$ cat src/rtl/bus_change_monitor.sv
// Registers a sampled copy of a WIDTH-bit bus on b and queues one event per value change.
// Define CHGMON_SYNC_EN to add a two-stage synchroniser when `a` is asynchronous to clk.
module bus_change_monitor #(
    parameter int WIDTH    = 2,
    parameter int DEPTH    = 4,
    parameter int TS_BITS  = 16,
    parameter int CNT_BITS = 8
) (
    input  logic                clk,
    input  logic                reset,
    input  logic [WIDTH-1:0]    a,
    output logic [WIDTH-1:0]    b,
    output logic                ev_valid,
    input  logic                ev_ready,
    output logic [WIDTH-1:0]    ev_value,
    output logic [WIDTH-1:0]    ev_mask,
    output logic [TS_BITS-1:0]  ev_time,
    output logic                overflow,
    input  logic                clear_ovf,
    output logic [CNT_BITS-1:0] change_count
);

    localparam int AW = $clog2(DEPTH);
    localparam int EW = 2 * WIDTH + TS_BITS;
    localparam logic [AW:0] FULL_CNT = (AW + 1)'(DEPTH);

    logic [WIDTH-1:0]   s;
    logic               primed;
    logic [TS_BITS-1:0] ts;

    logic [EW-1:0] mem [DEPTH];
    logic [AW-1:0] rd_ptr, wr_ptr, rd_next, wr_next;
    logic [AW:0]   count, count_next;
    logic          push_req, full, pop, do_push, drop;
    logic [EW-1:0] new_ev, head_next;

`ifdef CHGMON_SYNC_EN
    logic [WIDTH-1:0] sync1, sync2;

    always_ff @(posedge clk) begin
        if (reset) begin
            sync1 <= '0;
            sync2 <= '0;
        end else begin
            sync1 <= a;
            sync2 <= sync1;
        end
    end

    assign s = sync2;
`else
    assign s = a;
`endif

    // Handshake: the head event transfers on any edge where ev_valid && ev_ready;
    // ev_ready is ignored while ev_valid is low, and the head is stable until taken.
    always_comb begin
        push_req   = primed && (s != b);
        full       = (count == FULL_CNT);
        pop        = ev_valid && ev_ready;
        do_push    = push_req && (!full || pop);
        drop       = push_req && full && !pop;
        new_ev     = {s, s ^ b, ts};
        rd_next    = rd_ptr + AW'(pop);
        wr_next    = wr_ptr + AW'(do_push);
        count_next = count + (AW + 1)'(do_push) - (AW + 1)'(pop);
        // The pushed entry becomes the head when it lands in the slot rd_next points at.
        head_next  = (do_push && (rd_next == wr_ptr)) ? new_ev : mem[rd_next];
    end

    always_ff @(posedge clk) begin
        if (!reset && do_push) begin
            mem[wr_ptr] <= new_ev;
        end
    end

    always_ff @(posedge clk) begin
        if (reset) begin
            b            <= '0;
            primed       <= 1'b0;
            ts           <= '0;
            rd_ptr       <= '0;
            wr_ptr       <= '0;
            count        <= '0;
            ev_valid     <= 1'b0;
            ev_value     <= '0;
            ev_mask      <= '0;
            ev_time      <= '0;
            overflow     <= 1'b0;
            change_count <= '0;
        end else begin
            b      <= s;
            primed <= 1'b1;
            ts     <= ts + 1'b1;
            rd_ptr <= rd_next;
            wr_ptr <= wr_next;
            count  <= count_next;
            ev_valid <= (count_next != '0);
            if (count_next != '0) begin
                {ev_value, ev_mask, ev_time} <= head_next;
            end
            if (drop) begin
                overflow <= 1'b1;
            end else if (clear_ovf) begin
                overflow <= 1'b0;
            end
            if (push_req && (change_count != '1)) begin
                change_count <= change_count + 1'b1;
            end
        end
    end

endmodule

$ cat config.mk
export PLATFORM = sky130hd
export DESIGN_NAME = bus_change_monitor
export DESIGN_NICKNAME = d
export VERILOG_FILES = /design/src/rtl/bus_change_monitor.sv
export SDC_FILE = /design/constraint.sdc
export NUM_CORES = 1
export LEC_CHECK = 0
export CORE_UTILIZATION = 50
export DETAILED_ROUTE_END_ITERATION = 6
export HOLD_SLACK_MARGIN = 0.1
export PLACE_DENSITY = 0.77
export SYNTH_ARGS = -nofsm -noshare
export SYNTH_HDL_FRONTEND = slang
export SYNTH_SLANG_ARGS = --single-unit
$ cat constraint.sdc
create_clock -name clk -period 12.1 [get_ports clk]
set_clock_uncertainty 0.2 [all_clocks]
set_input_delay 2.42 -clock clk [delete_from_list [all_inputs] [get_ports clk]]
set_output_delay 2.42 -clock clk [all_outputs]
set_load 0.02 [all_outputs]
==> flow_summary.toml, run 1 <==
[clocking]
cts_max_level = 4
cts_buffers = 17
cts_tree = "yes"
cts_resized = 0
cts-root-buf = "clkbuf_8"
post-cts-setup-buffers = 0
clkSlewWorstSetupHoldPaths_ns = 0.06
clock_latency_ns = 0.51
cts_sinks = 136
clockBufferDepth = 2
cts_hold_buf = 0

[route]
wl_per_cell_um = 18.4
drc = 0
first_iter_violations = 174
viasPerCell = 5.68
drt-pass1-iter-count = 5
postRouteAntennaNets = 0
vias = 3094
wirelength_mm = 10.1

[die]
initial_core_util_pct = 51.4
die_w_um = 105
num_io_pins = 38
chipHeight_um = 105
coreArea_um2 = 10300
fp.dieArea_um2 = 11000
fp-row-count = 37

[logic_synthesis]
synth.top_cell.area_share_pct = 45.5
async_flop_share_pct = 0
post-synth-top-count-cell = "edfxtp_1"
syn_nets = 361
ys.flop_type = "edfxtp_1"
synth_area_um2 = 5280
synth_edf_count = 80
netlist_top_cells_count = "80 x edfxtp_1, 56 x dfxtp_1, 23 x and2_1"
ys_warn_count = 0
synth_top_area_cell = "edfxtp_1"
ys_ff_latch = 136
synthTopCellsByArea = "edfxtp_1 45%, dfxtp_1 21%, mux4_2 8.5%"
avgSynthCellArea_um2 = 15.2
synth-seq-area-share_pct = 66.7
synth.distinct_cells = 41
synthCells = 348

[timing]
finalCriticalPeriod_ns = 5.93
fin_setup_tns_ns = 0
rsz0062_at_grt = "no"
max_clock_freq_mhz = 169
hold_viol_final = 0
period_share_pct = 49.0
timing.slew.headroom_pct = 25.1
tightest_slew_ns = 1.12
setup_viol = 0
final-max-slew-violation-count = 0

[worst_setup_path]
crit_required_ns = 12.35
worst_path_max_delay_cell = "o311a_1"
worstSetupEndpointType = "flop"
max_stage_delay_ns = 0.80
startpoint_type = "primary input"
critPathMaxFanout = 20
path_cells = "clkdlybuf4s50_1, xor2_2, o221ai_2, ha_1, inv_1, ha_1, inv_1, fa_1, xor3_1, or2_2, o311a_1, a221o_1"
path_class = "in -> reg"
arrival_ns = 6.17

[global_routing]
grt_pass1_wl_mm = 16.7
track_usage_pct = 20.1
grt-ovfl-total = 0
grt_pass1_vias = 3252
grt_max_degree = 38
antenna_found_initial = 0

[place]
hpwl_mm = 5.84
port_buffers = 37
gp_congestion = 0.780
dp.cells = 513

[cells_and_area]
layout-drive-gt1-share_pct = 15.9
final_nets = 409
fillers = 767
area_delta_synth_final_pct = 21.4
antenna_cells = 0
stdcell_count = 545

[power]
ir_drop_uv = 135
total_leakage_power_uw = 0.00219
powerDensity_nw_per_um2 = 214

[job]
maxCapViolations = 0

[hold_path]
min_path_type = "reg -> reg"

[outcome]
status = "finished, final reports clean"
worst max-delay path: cells and delay by family:
| family | cells | cell delay, ns |
|---|---|---|
| AOI/OAI and AO/OA | 3 | 1.56 |
| adders and majority gates | 3 | 0.82 |
| buffers and inverters | 3 | 0.74 |
| xor gates and xnor gates | 2 | 0.49 |
| and+or+nand+nor | 1 | 0.14 |
metrics by stage:
step / cell area, um2 / util [%] / power, uW / hold slack, ns / setup WS (ns)
floorplan: 5280 / - / 794 / 0.265 / 6.34
global placement: 5850 / 57.0 / 894 / 0.263 / 5.74
detailed placement: 5850 / 57.0 / 905 / 0.305 / 5.61
CTS: 6410 / 62.4 / 1380 / 0.318 / 6.09
global route: 6410 / 62.4 / 1440 / 0.331 / 5.92
finish: 6410 / 62.4 / 1370 / 0.307 / 6.17
layer usage:
| metal | GRT usage (%) | vias to the layer above | wire length, um |
|---|---|---|---|
| met5 | 0 | - | 0 |
| met4 | 8.15 | 0 | 144 |
| met1 | 25.9 | 1544 | 4370 |
| met3 | 4.49 | 16 | 453 |
| li1 | - | 1450 | - |
| met2 | 33.3 | 84 | 5090 |
sequential cells by signal, summed over array words and instances (netlist names):
register	flops
primed	1
wr_ptr	2
ts	16
ev_valid	1
rd_ptr	2
b	2
mem	80
ev_mask	2
ev_time	16
change_count	8
count	3
overflow	1
ev_value	2
cells in the final DEF (no fill, tap or decap), types with 4 or more instances in the layout:
master / n
edfxtp_1: 80
or3_1: 5
a221o_1: 20
nor2b_1: 7
clkbuf_1: 4
nand3_1: 8
xnor2_1: 9
a21oi_1: 10
dfxtp_1: 56
inv_1: 8
nor2_1: 16
and2_1: 23
mux4_2: 20
buf_4: 8
ha_1: 6
nor4_1: 4
nand2_1: 6
clkbuf_16: 16
xor2_1: 5
or4_1: 5
o21ai_1: 7
clkdlybuf4s50_1: 37
cells by family after synthesis:
logic type,after synthesis,synth area share (%)
AO/OA/AOI/OAI,47,7.09
XOR/XNOR,18,3.55
adder cells (fa/ha/maj),7,1.80
buffers and inverters,25,1.87
flip-flops,136,66.7
multiplexers,21,8.74
AND/OR/NAND/NOR,94,10.2
final timing paths:
| check | slack (ns) | startpoint | to | cells after the start |
|---|---|---|---|---|
| max | 6.17 | a[1] | ev_value[1] | 12 |
| max reg2reg | 8.30 | count[1] | ev_value[1] | 11 |
| min reg2reg | 0.31 | overflow | overflow | 2 |
| min | 0.31 | overflow | overflow | 2 |
cell type report:
class                           instances  area (um2)  share of cell area [%]
Multi-Input combinational cell        187        1700                    26.5
Inverter                                9        33.8                   0.527
Sequential cell                       136        3520                    55.0
Tap cell                              136         170                    2.66
Timing Repair Buffer                   45         430                    6.72
Clock inverter                          9        98.8                    1.54
Clock buffer                           23         457                    7.13
where the power goes:
part | leakage [uW] | internal, uW | switching (uW) | total (uW)
combinational | 0.000719 | 165 | 168 | 333
sequential | 0.00120 | 535 | 25.0 | 560
clock | 0.000271 | 302 | 177 | 478
total | 0.00219 | 1000 | 370 | 1370
No activity file was read; power rests on OpenSTA's default activity.
==> run 2, diff against run 1 <==
PLACE_DENSITY = 0.79   (was 0.77)
clock period = 5.2 ns   (was 12.1 ns; I/O delays follow)
==> run 2 against run 1 <==
Compared with the run above: count of clock-buffer cells in the layout decreased by 3; register-to-register slack got worse by 6.8 ns; non-clock buffer count is 3 higher; utilization shrank 0.073 points; sequential share of layout area increased by 0.065 points; cell count grew 0.55%; combinational power grew 130%; clock power rose by 120%; critical path depth unchanged; largest cell class unchanged.
==> flow_summary.toml, run 2 (synthesized netlist as in run 1, its figures left out) <==
[worst_setup_path]
critPathMaxFanout = 20
worstSetupEndpointType = "flop"
path_cells = "clkdlybuf4s50_1, xor2_2, o221ai_2, ha_1, inv_1, ha_1, inv_1, fa_1, xor3_1, nor3_2, and2_1, a221o_1"
crit_required_ns = 5.46
cpLargestDelayFamily = "simple AND/OR/NAND/NOR gates"
startpoint_type = "primary input"
timing.rr.start = "b[1]"
worst_path_max_delay_cell = "nor3_2"
cp-startpoint = "a[1]"
cp_num_buf_inv = 3
path_class = "in -> reg"
arrival_ns = 4.76
max_stage_delay_ns = 1.00

[clocking]
cts_resized = 0
cts_buffers = 17
cts_sinks = 136
post-cts-setup-buffers = 0
clock_latency_ns = 0.52
clockBufferDepth = 2
cts_max_level = 4
cts_tree = "yes"
cts-root-buf = "clkbuf_8"
clkSlewWorstSetupHoldPaths_ns = 0.06
cts_hold_buf = 0

[power]
powerDensity_nw_per_um2 = 489
pwr-share-seq_pct = 41.8
p_comb_share_pct = 24.7
ir_drop_uv = 297
p_total_uw = 3130
total_leakage_power_uw = 0.00218
p_sw_uw = 893
internal_power_uw = 2240
swShare_pct = 28.5
power_frac_clock_pct = 33.5

[timing]
final-max-slew-violation-count = 0
hold_viol_final = 0
max_clock_freq_mhz = 222
period_share_pct = 86.5
rsz0062_at_grt = "no"
fin_setup_tns_ns = 0
timing.slew.headroom_pct = 12.9
setup_viol = 0
finalCriticalPeriod_ns = 4.50
tightest_slew_ns = 1.30

[place]
dp.cells = 516
gp_congestion = 0.732
placed_area_um2 = 5880
hpwl_mm = 6.17
port_buffers = 37

[route]
viasPerCell = 5.67
first_iter_violations = 123
drc = 0
vias = 3107
drt-pass1-iter-count = 4
wl_per_cell_um = 18.6
wirelength_mm = 10.2
postRouteAntennaNets = 0

[cells_and_area]
layout-drive-gt1-share_pct = 17.2
top_register = "mem"
final_area_um2 = 6400
top_regs = "mem x80, ev_time x16, ts x16"
mostFrequentLayoutCell = "edfxtp_1"
fin_util_pct = 62.3
layout_common_cells = "80 x edfxtp_1, 56 x dfxtp_1, 37 x clkdlybuf4s50_1, 23 x and2_1"
area_delta_synth_final_pct = 21.2
fillers = 757
stdcell_count = 548
final_nets = 412
antenna_cells = 0
largest_reg_flops = 80

[die]
fp-row-count = 37
fp.dieArea_um2 = 11000
chipHeight_um = 105
coreArea_um2 = 10300
num_io_pins = 38
initial_core_util_pct = 51.4
die_w_um = 105

[global_routing]
track_usage_pct = 20.2
antenna_found_initial = 0
grt_pass1_vias = 3157
grt_max_degree = 22
grt-ovfl-total = 0
grt_pass1_wl_mm = 16.5

[outcome]
status = "finished, final reports clean"

[job]
maxCapViolations = 0

[hold_path]
hp-start = "overflow"
min_path_type = "reg -> reg"
[run 2: changes by cell type in the layout (fill, tap and decap cells not counted), sizes merged]
cell      delta
buf          +3
bufinv       -2
clkbuf       -3
clkinv       +1
clkinvlp     +4
[run 2: path summary, 6_finish.rpt]
path | endpoint | slack, ns | cells past startpoint
worst max register to register | ev_value[1] | 1.47 | 11
worst min register to register | overflow | 0.30 | 2
worst max-delay path | ev_value[1] | 0.70 | 12
worst min-delay path | overflow | 0.30 | 2
[run 2: worst min-delay path, stage by stage (launching register included)]
cell	delay, ns
dfxtp_1	0.31
nand2b_1	0.07
a21oi_1	0.07
[run 2: area by class of cell]
| cell class | count | area, um2 | share of cell area, % |
|---|---|---|---|
| Sequential cell | 136 | 3520 | 55.0 |
| Tap cell | 136 | 170 | 2.66 |
| Timing Repair Buffer | 48 | 453 | 7.08 |
| Inverter | 9 | 33.8 | 0.528 |
| Clock buffer | 20 | 447 | 6.98 |
| Clock inverter | 12 | 78.8 | 1.23 |
| Multi-Input combinational cell | 187 | 1700 | 26.5 |
[run 2: power by group through the flow]
stage | Combinational (uW) | Sequential (uW) | Clock [uW]
2_1_floorplan | 472 | 1380 | 0
3_3_place_gp | 753 | 1320 | 0
3_5_place_dp | 774 | 1330 | 0
4_1_cts | 780 | 1310 | 1070
5_1_grt | 828 | 1320 | 1120
6_report | 774 | 1310 | 1050
[run 2: metrics by stage]
step,setup WS (ns),hold slack (ns)
6_report,0.700,0.300
5_1_grt,0.562,0.322
4_1_cts,0.818,0.306
3_5_place_dp,0.266,0.296
3_3_place_gp,0.414,0.263
2_1_floorplan,0.818,0.265
[run 2: per-layer routing]
metal  vias to the layer above  part of all wire [%]  global-route usage (%)
li1                       1450                     -                       -
met1                      1547                    43                    26.0
met2                        98                    50                    32.9
met3                        12                   6.1                    6.80
met4                         0                   1.3                    5.13
met5                         -                     0                       0
==> run 3, diff against run 2 <==
CTS_BUF_LIST = sky130_fd_sc_hd__clkbuf_8   (was unset)
==> run 3 against run 2 <==
Compared with the run above: non-clock buffer count is the same; routed wire length shrank 2.9%; critical path depth is the same; sequential power is essentially flat; utilization fell by 1.7 points; cell area decreased by 2.7%; total power decreased by 9.2%; cell count unchanged; combinational power hardly changed; clock power down 27%; critical path type unchanged; largest cell class unchanged.
==> flow_summary.toml, run 3 (synthesized netlist as in run 1, its figures left out) <==
[cells_and_area]
layout_common_cells = "80 x edfxtp_1, 56 x dfxtp_1, 37 x clkdlybuf4s50_1, 23 x and2_1"
largest_reg_flops = 80
area_delta_synth_final_pct = 17.9
layout-drive-gt1-share_pct = 17.2
final_area_um2 = 6230
top_regs = "mem x80, ev_time x16, ts x16"
fin_util_pct = 60.6
stdcell_count = 548
top_register = "mem"
mostFrequentLayoutCell = "edfxtp_1"
fillers = 773
antenna_cells = 0
final_nets = 412

[worst_setup_path]
path_cells = "clkdlybuf4s50_1, xor2_2, o221ai_2, ha_1, inv_1, ha_1, inv_1, fa_1, nand2b_1, nor3_2, and2_1, a221o_1"
timing.rr.start = "b[1]"
regToRegEndpoint = "ev_mask[1]"
cp_num_cells = 12
arrival_ns = 4.71
startpoint_type = "primary input"
max_stage_delay_ns = 0.98
crit_required_ns = 5.36
reg2reg_depth = 11
worst_path_max_delay_cell = "nor3_2"
critPathMaxFanout = 20
cp_num_buf_inv = 3
cpLargestDelayFamily = "simple AND/OR/NAND/NOR gates"
path_class = "in -> reg"
reg2reg_slack_ns = 1.51
worstSetupEndpointType = "flop"

[route]
drc = 0
wirelength_mm = 9.90
drt-pass1-iter-count = 4
first_iter_violations = 142
vias = 3117
postRouteAntennaNets = 0
viasPerCell = 5.69
wl_per_cell_um = 18.1

[clocking]
clockBufferDepth = 2
clkSlewWorstSetupHoldPaths_ns = 0.08
cts-root-buf = "clkbuf_8"
cts_resized = 0
cts_buffers = 17
cts_tree = "yes"
cts_sinks = 136
cts_hold_buf = 0
clock_latency_ns = 0.43
cts_max_level = 4
post-cts-setup-buffers = 0

[power]
ir_drop_uv = 251
power_frac_clock_pct = 26.8
p_sw_uw = 845
internal_power_uw = 1990
swShare_pct = 29.8
total_leakage_power_uw = 0.00211
p_comb_share_pct = 27.2
powerDensity_nw_per_um2 = 456
pwr-share-seq_pct = 46.0

[timing]
timing.slew.headroom_pct = 17.6
finalCriticalPeriod_ns = 4.54
rsz0062_at_grt = "no"
max_clock_freq_mhz = 220
fin_hold_ws_ns = 0.304
setup_viol = 0
period_share_pct = 87.4
tightest_slew_ns = 1.23
hold_viol_final = 0
fin_setup_tns_ns = 0
final-max-slew-violation-count = 0

[global_routing]
grt_max_degree = 22
grt_pass1_wl_mm = 16.2
grt-ovfl-total = 0
track_usage_pct = 19.7
antenna_found_initial = 0
grt_pass1_vias = 3145

[die]
chipHeight_um = 105
fp.dieArea_um2 = 11000
die_w_um = 105
coreArea_um2 = 10300
num_io_pins = 38
initial_core_util_pct = 51.4
fp-row-count = 37

[place]
port_buffers = 37
dp.cells = 516
hpwl_mm = 6.17
placed_area_um2 = 5880
gp_congestion = 0.732

[hold_path]
hold_end = "overflow"
min_delay_path_depth = 2
min_path_type = "reg -> reg"
hp-start = "overflow"

[job]
maxCapViolations = 0

[outcome]
status = "finished, final reports clean"
==> run 3: layer usage <==
layer / track usage (%) / wire length (um) / vias up
li1: - / - / 1449
met1: 25.5 / 4150 / 1563
met2: 31.6 / 4990 / 88
met3: 6.18 / 588 / 17
met4: 6.74 / 172 / 0
met5: 0 / 0 / -
==> run 3: how the worst max path moves through the flow <==
stage                     start           to  slack (ns)
final                      a[1]   ev_mask[1]        0.66
after global routing       a[1]   ev_time[7]        0.44
after CTS                  a[1]   ev_mask[1]        0.70
after detailed placement   a[1]   ev_mask[1]        0.27
after global placement     a[0]  ev_value[0]        0.41
after floorplan            a[0]    mem[1][0]        0.82
==> run 3: cell type report <==
| class | count | area [um2] | area share (%) |
|---|---|---|---|
| sequential | 136 | 3520 | 56.6 |
| multi-input combinational | 187 | 1700 | 27.2 |
| timing repair buffer | 48 | 453 | 7.27 |
| clock buffer | 17 | 234 | 3.76 |
| tap | 136 | 170 | 2.73 |
| clock inverter | 15 | 116 | 1.87 |
| inverter | 9 | 33.8 | 0.543 |
==> run 3: metrics by stage <==
step / setup WS, ns / power [uW]
floorplan: 0.818 / 1850
global placement: 0.414 / 2080
detailed placement: 0.266 / 2100
CTS: 0.696 / 2870
global route: 0.442 / 2980
finish: 0.656 / 2840
==> run 3: worst reg2reg max path: cells and delay by family, from the launching register on <==
| family | cells | cell delay, ns |
|---|---|---|
| xor gates and xnor gates | 1 | 0.33 |
| and+or+nand+nor | 3 | 1.36 |
| AOI/OAI and AO/OA | 2 | 0.29 |
| DFF | 1 | 0.42 |
| adders and majority gates | 3 | 0.93 |
| buffers and inverters | 2 | 0.11 |
==> run 3: power by group through the flow <==
| stage | clock [uW] | combinational (uW) | sequential, uW |
|---|---|---|---|
| 3_5_place_dp | 0 | 774 | 1330 |
| 3_3_place_gp | 0 | 753 | 1320 |
| 4_1_cts | 780 | 782 | 1310 |
| 6_report | 762 | 772 | 1300 |
| 2_1_floorplan | 0 | 472 | 1380 |
| 5_1_grt | 828 | 835 | 1320 |
